[src/rtl/ma_stage.sv]
// Memory-access stage: resolves conditional branches, runs loads/stores over a
// req/ack data-memory port, and forms the write-back value for the MA/WB register.
// The upstream pipeline is held while an access is outstanding; an access that
// never receives an ack is abandoned with a bus error after TIMEOUT cycles.
module ma_stage #(
    parameter int TIMEOUT = 16,
    parameter int CNT_W   = 8
) (
    input  logic        clkIn,
    input  logic        resetIn,
    input  logic [7:0]  ctrSignalsIn,
    input  logic        LessIn,
    input  logic        ZeroIn,
    input  logic [31:0] ResultIn,
    input  logic [31:0] DataIn,
    input  logic [31:0] PCRelAddrIn,
    input  logic [31:0] retAddrIn,
    input  logic [4:0]  rdIn,
    output logic        memReqOut,
    output logic        memWeOut,
    output logic [31:0] memAddrOut,
    output logic [3:0]  memBeOut,
    output logic [31:0] memWdataOut,
    input  logic [31:0] memRdataIn,
    input  logic        memAckIn,
    output logic        stallOut,
    output logic        branchTakenOut,
    output logic [31:0] branchTargetOut,
    output logic [31:0] wbDataOut,
    output logic [4:0]  rdOut,
    output logic        regWriteOut,
    output logic        alignErrOut,
    output logic        busErrOut
);

    typedef enum logic {IDLE, WAIT} stateT;

    stateT            state, nextState;
    logic [CNT_W-1:0] cnt, nextCnt;

    // Control-word decode
    logic       memRead, memWrite, regWrite, brEq, brLt, link;
    logic [1:0] size;
    assign memRead  = ctrSignalsIn[0];
    assign memWrite = ctrSignalsIn[1];
    assign regWrite = ctrSignalsIn[2];
    assign brEq     = ctrSignalsIn[3];
    assign brLt     = ctrSignalsIn[4];
    assign link     = ctrSignalsIn[5];
    assign size     = ctrSignalsIn[7:6];

    logic sizeByte, sizeHalf, sizeWord;
    assign sizeByte = (size == 2'b10);
    assign sizeHalf = (size == 2'b01);
    assign sizeWord = (size[1] == size[0]);   // 00 and 11 both mean word

    // A request with both MemRead and MemWrite set is a store.
    logic memOp, isLoad, misaligned, accessOk, timedOut;
    assign memOp      = memRead | memWrite;
    assign isLoad     = memRead & ~memWrite;
    assign misaligned = memOp & ((sizeHalf & ResultIn[0]) |
                                 (sizeWord & (ResultIn[1:0] != 2'b00)));
    assign accessOk   = memOp & ~misaligned;
    assign timedOut   = (state == WAIT) && (cnt == CNT_W'(TIMEOUT)) && !memAckIn;

    // Store lane steering and load extraction, little-endian
    logic [7:0]  loadByte;
    logic [15:0] loadHalf;
    logic [31:0] loadExt, storeData;
    logic [3:0]  storeBe;
    assign loadByte  = memRdataIn[{ResultIn[1:0], 3'b000} +: 8];
    assign loadHalf  = ResultIn[1] ? memRdataIn[31:16] : memRdataIn[15:0];
    assign loadExt   = sizeByte ? {{24{loadByte[7]}}, loadByte} :
                       sizeHalf ? {{16{loadHalf[15]}}, loadHalf} : memRdataIn;
    assign storeData = sizeByte ? {4{DataIn[7:0]}} :
                       sizeHalf ? {2{DataIn[15:0]}} : DataIn;
    assign storeBe   = sizeByte ? (4'b0001 << ResultIn[1:0]) :
                       sizeHalf ? (ResultIn[1] ? 4'b1100 : 4'b0011) : 4'b1111;

    // State register: synchronous reset abandons any outstanding access
    always_ff @(posedge clkIn) begin
        // NOTE: sequential state uses non-blocking assignments so every register
        // samples pre-edge values regardless of statement order.
        if (resetIn) begin
            state <= IDLE;
            cnt   <= '0;
        end else begin
            state <= nextState;
            cnt   <= nextCnt;
        end
    end

    // Next-state: enter WAIT on an unacknowledged access, leave on ack or timeout
    always_comb begin
        // NOTE: defaults first so no path through the block leaves a target
        // unassigned, which would otherwise infer a latch.
        nextState = state;
        nextCnt   = cnt;
        case (state)
            IDLE: begin
                if (accessOk && !memAckIn) begin
                    nextState = WAIT;
                    nextCnt   = CNT_W'(1);
                end
            end
            WAIT: begin
                if (!accessOk || memAckIn || timedOut) begin
                    nextState = IDLE;
                    nextCnt   = '0;
                end else begin
                    nextCnt = cnt + 1'b1;
                end
            end
            default: begin
                nextState = IDLE;
                nextCnt   = '0;
            end
        endcase
    end

    // Outputs: all forced low while reset is held
    always_comb begin
        memReqOut       = 1'b0;
        memWeOut        = 1'b0;
        memAddrOut      = '0;
        memBeOut        = '0;
        memWdataOut     = '0;
        stallOut        = 1'b0;
        branchTakenOut  = 1'b0;
        branchTargetOut = '0;
        wbDataOut       = '0;
        rdOut           = '0;
        regWriteOut     = 1'b0;
        alignErrOut     = 1'b0;
        busErrOut       = 1'b0;
        if (!resetIn) begin
            memReqOut       = accessOk & ~timedOut;
            memWeOut        = memWrite;
            memAddrOut      = {ResultIn[31:2], 2'b00};
            memBeOut        = storeBe;
            memWdataOut     = storeData;
            stallOut        = accessOk & ~timedOut & ~memAckIn;
            branchTakenOut  = (brEq & ZeroIn) | (brLt & LessIn);
            branchTargetOut = PCRelAddrIn;
            rdOut           = rdIn;
            alignErrOut     = misaligned;
            busErrOut       = timedOut;
            regWriteOut     = regWrite & ~misaligned & ~timedOut &
                              (~isLoad | (accessOk & memAckIn));
            wbDataOut       = link   ? retAddrIn :
                              isLoad ? loadExt   : ResultIn;
        end
    end

endmodule
[config.mk]
export PLATFORM = sky130hd
export DESIGN_NAME = ma_stage
export DESIGN_NICKNAME = d
export VERILOG_FILES = /design/src/rtl/ma_stage.sv
export SDC_FILE = /design/constraint.sdc
export NUM_CORES = 1
export LEC_CHECK = 0
export CELL_PAD_IN_SITES_DETAIL_PLACEMENT = 1
export CELL_PAD_IN_SITES_GLOBAL_PLACEMENT = 1
export CORE_ASPECT_RATIO = 0.5
export CORE_MARGIN = 10
export CORE_UTILIZATION = 19
export DETAILED_ROUTE_END_ITERATION = 8
export MAX_ROUTING_LAYER = met4
export PLACE_DENSITY = 0.92
export SKIP_LAST_GASP = 1
export SLEW_MARGIN = 40
export SYNTH_ARGS = -nofsm -noshare
export SYNTH_HDL_FRONTEND = slang
export SYNTH_SLANG_ARGS = --single-unit
export TNS_END_PERCENT = 20
[constraint.sdc]
create_clock -name clkIn -period 3.3 [get_ports clkIn]
set_input_delay 0.66 -clock clkIn [delete_from_list [all_inputs] [get_ports clkIn]]
set_output_delay 0.66 -clock clkIn [all_outputs]
set_load 0.05 [all_outputs]
==> After elaboration in Yosys (flattened, before gate mapping) <==
Cells that the tools add are included.
{ "classes": {"n_mux": 29, "reduce_logical": 8, "n_shift": 2, "add_sub_neg": 1, "n_bitwise": 23, "n_eq_ne": 5} }
{ "op_table": {"columns": ["operator", "n"], "rows": [
  ["two-way mux 32 bit", 10],
  ["variable part select 32 x 6 -> 8 bit", 1],
  ["two-way mux 16 bit", 1],
  ["two-way mux 4 bit", 4],
  ["two-way mux 8 bit", 2],
  ["case mux 8 bit (2 select lines)", 1],
  ["AND 1 bit", 13],
  ["two-way mux 1 bit", 9],
  ["adder 8 x 1 -> 8 bit, second input constant", 1],
  ["equality test 8 x 5 -> 1 bit, second input constant", 1],
  ["inverter 1 bit", 6],
  ["two-way mux 5 bit", 1],
  ["OR 1 bit", 4],
  ["left shift 1 x 2 -> 4 bit, first input constant", 1],
  ["logical AND 1 bit", 3],
  ["equality test 2 x 1 -> 1 bit, second input constant", 1],
  ["equality test 2 bit, second input constant", 1],
  ["zero test 1 bit", 2],
  ["logical OR 1 bit", 2],
  ["!= test 2 bit, second input constant", 1],
  ["case mux 1 bit (2 select lines)", 1],
  ["nonzero test 2 bit", 1],
  ["equality test 1 bit", 1]
]} }
{ "totals": {"word_cells": 70, "register_bits": 9, "in_bits": 178, "out_inout_bits": 144} }

==> Depth between registers and ports, before layout <==
Gate-level depths: netlist of the first run.
{ "logic_depth": {"word_depth": 11, "depth_mapped": 8} }

==> Worst setup path before layout of the first run <==
OpenSTA, ideal clock, no wires.
{ "synth_timing": {"kind": "input to output", "from": "input ctrSignalsIn[7]", "to": "output wbDataOut[0]", "t_arrival_ps": 2943, "cell_stages": 7, "t_required_ps": 2640, "path_buffers": 1, "slack_ps": -303, "cell_sequence": "inv_1 ha_1 clkbuf_1 o21ai_1 mux2_2 o21ai_0 a221oi_1"} }
{ "synth_between": {"elab_chain_cells": 6, "elab_cells_between_ends": 7} }
{ "synth_lines": {"columns": ["element", "line_no", "source"], "rows": [
  ["start: declaration", "11", "input logic [7:0] ctrSignalsIn,"],
  ["equality test 2 x 1 -> 1 bit", "54", "assign sizeHalf = (size == 2'b01);"],
  ["two-way mux 32 bit", "74", "sizeHalf ? {{16{loadHalf[15]}}, loadHalf} : memRdataIn;"],
  ["two-way mux 32 bit (*)", "73", "assign loadExt = sizeByte ? {{24{loadByte[7]}}, loadByte} :"],
  ["two-way mux 32 bit (*)", "151", "isLoad ? loadExt : ResultIn;"],
  ["two-way mux 32 bit (*)", "150", "wbDataOut = link ? retAddrIn :"],
  ["two-way mux 32 bit (*)", "136", "if (!resetIn) begin"],
  ["end: declaration", "29", "output logic [31:0] wbDataOut,"]
]} }
Mark *: on every way between the ends. The rest lies on a longest branch, timed or not.

==> Worst setup path after layout of the first run <==
{ "layout_timing": {"from": "input memRdataIn[31]", "to": "output wbDataOut[15]"} }
{ "layout_between": {"elab_chain_cells": 6, "elab_cells_between_ends": 7} }
{ "layout_lines": {"columns": ["element", "line_no", "source"], "rows": [
  ["start: declaration", "24", "input logic [31:0] memRdataIn,"],
  ["branches (longest 2 deep; another with variable part select 32 x 6 -> 8 bit)", null, null],
  ["two-way mux 32 bit (*)", "73", null],
  ["two-way mux 32 bit (*)", "151", null],
  ["two-way mux 32 bit (*)", "150", null],
  ["two-way mux 32 bit (*)", "136", null]
]} }
Every way passes the cells marked *.

==> out/results.ini, run 1 <==
[clocking]
clk_path_buf_depth = 2
cts_root_buf = clkbuf_16
cts_tree = built
cts_sinks = 9
hold_buffers = 0
cts_buffers = 3
htree_levels = 1
clock_latency_ns = 0.24
cts.clk_slew.worst_paths_ns = 0.04

[global_routing]
gr-usage-all-layers_pct = 20.74
busiest_layer = met2
grt_start_max_net_pins = 66
use_met2_pct = 38.34
use_met1_pct = 23.21
grt_pass1_vias = 5191
antenna_found_initial = 2
met3_usage_pct = 2.193
grt_overflow = 0
grt_pass1_wl_um = 33490

[logic_synthesis]
ys_ff_latch = 9
synth_edf_count = 0
yosys-mux-area-fraction_pct = 14.60
syn_area_um2 = 2957
synthTopCellsByArea = nor2b_1, mux2i_1, a21oi_1
synthSimpleGateAreaFrac_pct = 35.51
avgSynthCellArea_um2 = 6.413
synth_fa_ha_area_share_pct = 1.693
yosysSeqAreaShare_pct = 6.094
synth_top_family_by_area = simple AND/OR/NAND/NOR gates
synth_top_flop_cell = dfxtp_1
synth_compound_area_share_pct = 32.29
synthCells = 461
async_reset_ff_share_pct = 0
synthXorXnorAreaFrac_pct = 0
synth.distinct_cells = 42
synth_top_area_share_pct = 19.47
yosysTopAreaCell = nor2b_1
yosys_warnings = 0

[floorplan]
io_pins = 322
placementRows = 32
core_area_um2 = 15330
initial_utilization_pct = 19.28
dieHeight_um = 108.2
die_w_um = 196.4
dieArea_um2 = 21250

[placement]
dp_slack_ns = -0.1061
io_buffer_count = 319
dp_hpwl_um = 20100
place_congestion = 1.041

[timing]
fmax_mhz = 307.1
rsz0062_at_grt = yes
drv_slew = 0
min_period_ns = 3.256
worstMarginPinSlew_ns = 0.7340
fin_ws_ns = 0.04392
relSlewSlack_pct = 50.96
skew_ns = 0.002459
hold_slack_ns = 0.4920
finalCritPeriodShare_pct = 98.67
setup_viol = 0
hold_viol_final = 0

[critical_path]
crit_fanout = 9
end_kind = primary output
arrival_ns = 2.60
critPathKind = in -> out
worstSetupStartpointType = input port
reg2reg_slack_ns = 1.42
cp.required_ns = 2.64

[hold_path]
hold_path.class = reg -> reg

[power]
p_per_area_nw_per_um2 = 237.8
power.leakage_nw = 2.941
irDropWorstVdd_mv = 0.1322

[routing]
avgRoutedWirePerCell_um = 24.35
first_pass_iters = 4
drt-total-wl_um = 23960
via_count = 4809
drc_errors = 0
postRouteAntennaNets = 0
drt_iter0_markers = 266
drt-vias-per-instance = 4.887

[run]
maxCapViolCount = 0

[final_layout]
seq_area_um2 = 180.2
drive_above_1_share_pct = 21.57
syn_to_final_growth_pct = 149.3
fillers = 1781
multi_input_area_um2 = 2614
nets = 962

[run_status]
outcome = finished, final reports clean

state kept, by name, summed over array words and instances, names as in the netlist:
name / count
cnt: 8
state: 1
synth_stat cells (6+ instances only):
library cell,count
a21oi_1,61
a221oi_1,8
a22oi_1,16
a31oi_1,6
clkbuf_1,34
dfxtp_1,9
inv_1,24
mux2_2,7
mux2i_1,33
nand2_1,30
nand4b_1,8
nor2_1,38
nor2b_1,92
o21ai_0,18
o22ai_1,6
o22ai_2,10
o311a_1,9
worst max-delay path, cell delays in order:
cell	delay [ns]
clkdlybuf4s50_1	0.48
mux4_2	0.55
a211oi_2	0.23
buf_4	0.18
o21ai_0	0.11
o311a_1	0.20
buf_12	0.18
through the flow:
stage          utilization [%]  setup TNS [ns]  power, mW  instances  cell area (um2)
2_1_floorplan                -          -2.087     0.7780        462             2967
3_3_place_gp             46.56        -0.08650      1.478        978             7141
3_5_place_dp             46.56         -0.6924      1.506        978             7141
4_1_cts                  47.33         -0.5777      1.735        982             7258
5_1_grt                  48.06        -0.01480      1.816        984             7370
6_report                 48.06               0      1.752        984             7370
cells in the final DEF, fill, tap and decap left out, types with 7 or more instances in the layout:
cell type	instances
nor2b_1	92
nand2_1	29
nand4b_1	8
dfxtp_1	9
o311a_1	9
mux2i_1	33
a22oi_1	16
o22ai_2	15
a21oi_1	59
nor2_1	38
buf_4	48
mux2_2	7
o21ai_0	9
clkdlybuf4s50_1	235
buf_12	66
inv_1	23
metal layers:
layer	share of wire, %	vias to the layer above
met5	0	-
met4	3.5	0
met3	4.3	42
met2	54	147
met1	38	2356
li1	-	2264
path summary, 6_finish.rpt:
path / endpoint / depth (start not counted) / from
max: wbDataOut[15] / 7 / memRdataIn[31]
min: cnt[1] / 2 / state
max reg2reg: cnt[5] / 6 / cnt[0]
min reg2reg: cnt[1] / 2 / state
cell type report:
type / instances / area share [%]
Inverter: 25 / 1.324
Antenna cell: 1 / 0.03396
Clock buffer: 4 / 1.070
Multi-Input combinational cell: 382 / 35.47
Timing Repair Buffer: 359 / 56.20
Tap cell: 204 / 3.463
Sequential cell: 9 / 2.445
where the power goes:
| part | total, mW | switching [mW] | internal, mW |
|---|---|---|---|
| Sequential | 0.113 | 0.00182 | 0.111 |
| Combinational | 1.42 | 0.782 | 0.640 |
| Clock | 0.217 | 0.0557 | 0.162 |
| Total | 1.75 | 0.840 | 0.912 |
repair_timing:
| item | 4_1_cts | 5_1_grt |
|---|---|---|
| gates resized for setup | 11 | 30 |
| setup buffers | 0 | 1 |
| pin swaps | 1 | 7 |
| setup endpoints to repair | 19 | 44 |
cell families (layout without fill, tap and decap cells):
group | after synthesis | after routing
buffers and inverters | 71 | 388
DFF | 9 | 9
adders and majority gates | 4 | 4
AOI/OAI and AO/OA | 143 | 143
and+or+nand+nor | 192 | 192
muxes | 41 | 41
other | 1 | 3
Power figures use the tool's default switching activity.
==> inputs of run 2 (changes only) <==
SLEW_MARGIN = 25   (was 40)
==> results of run 2 <==
Final layout, timing and power as in run 1 (identical DEF).
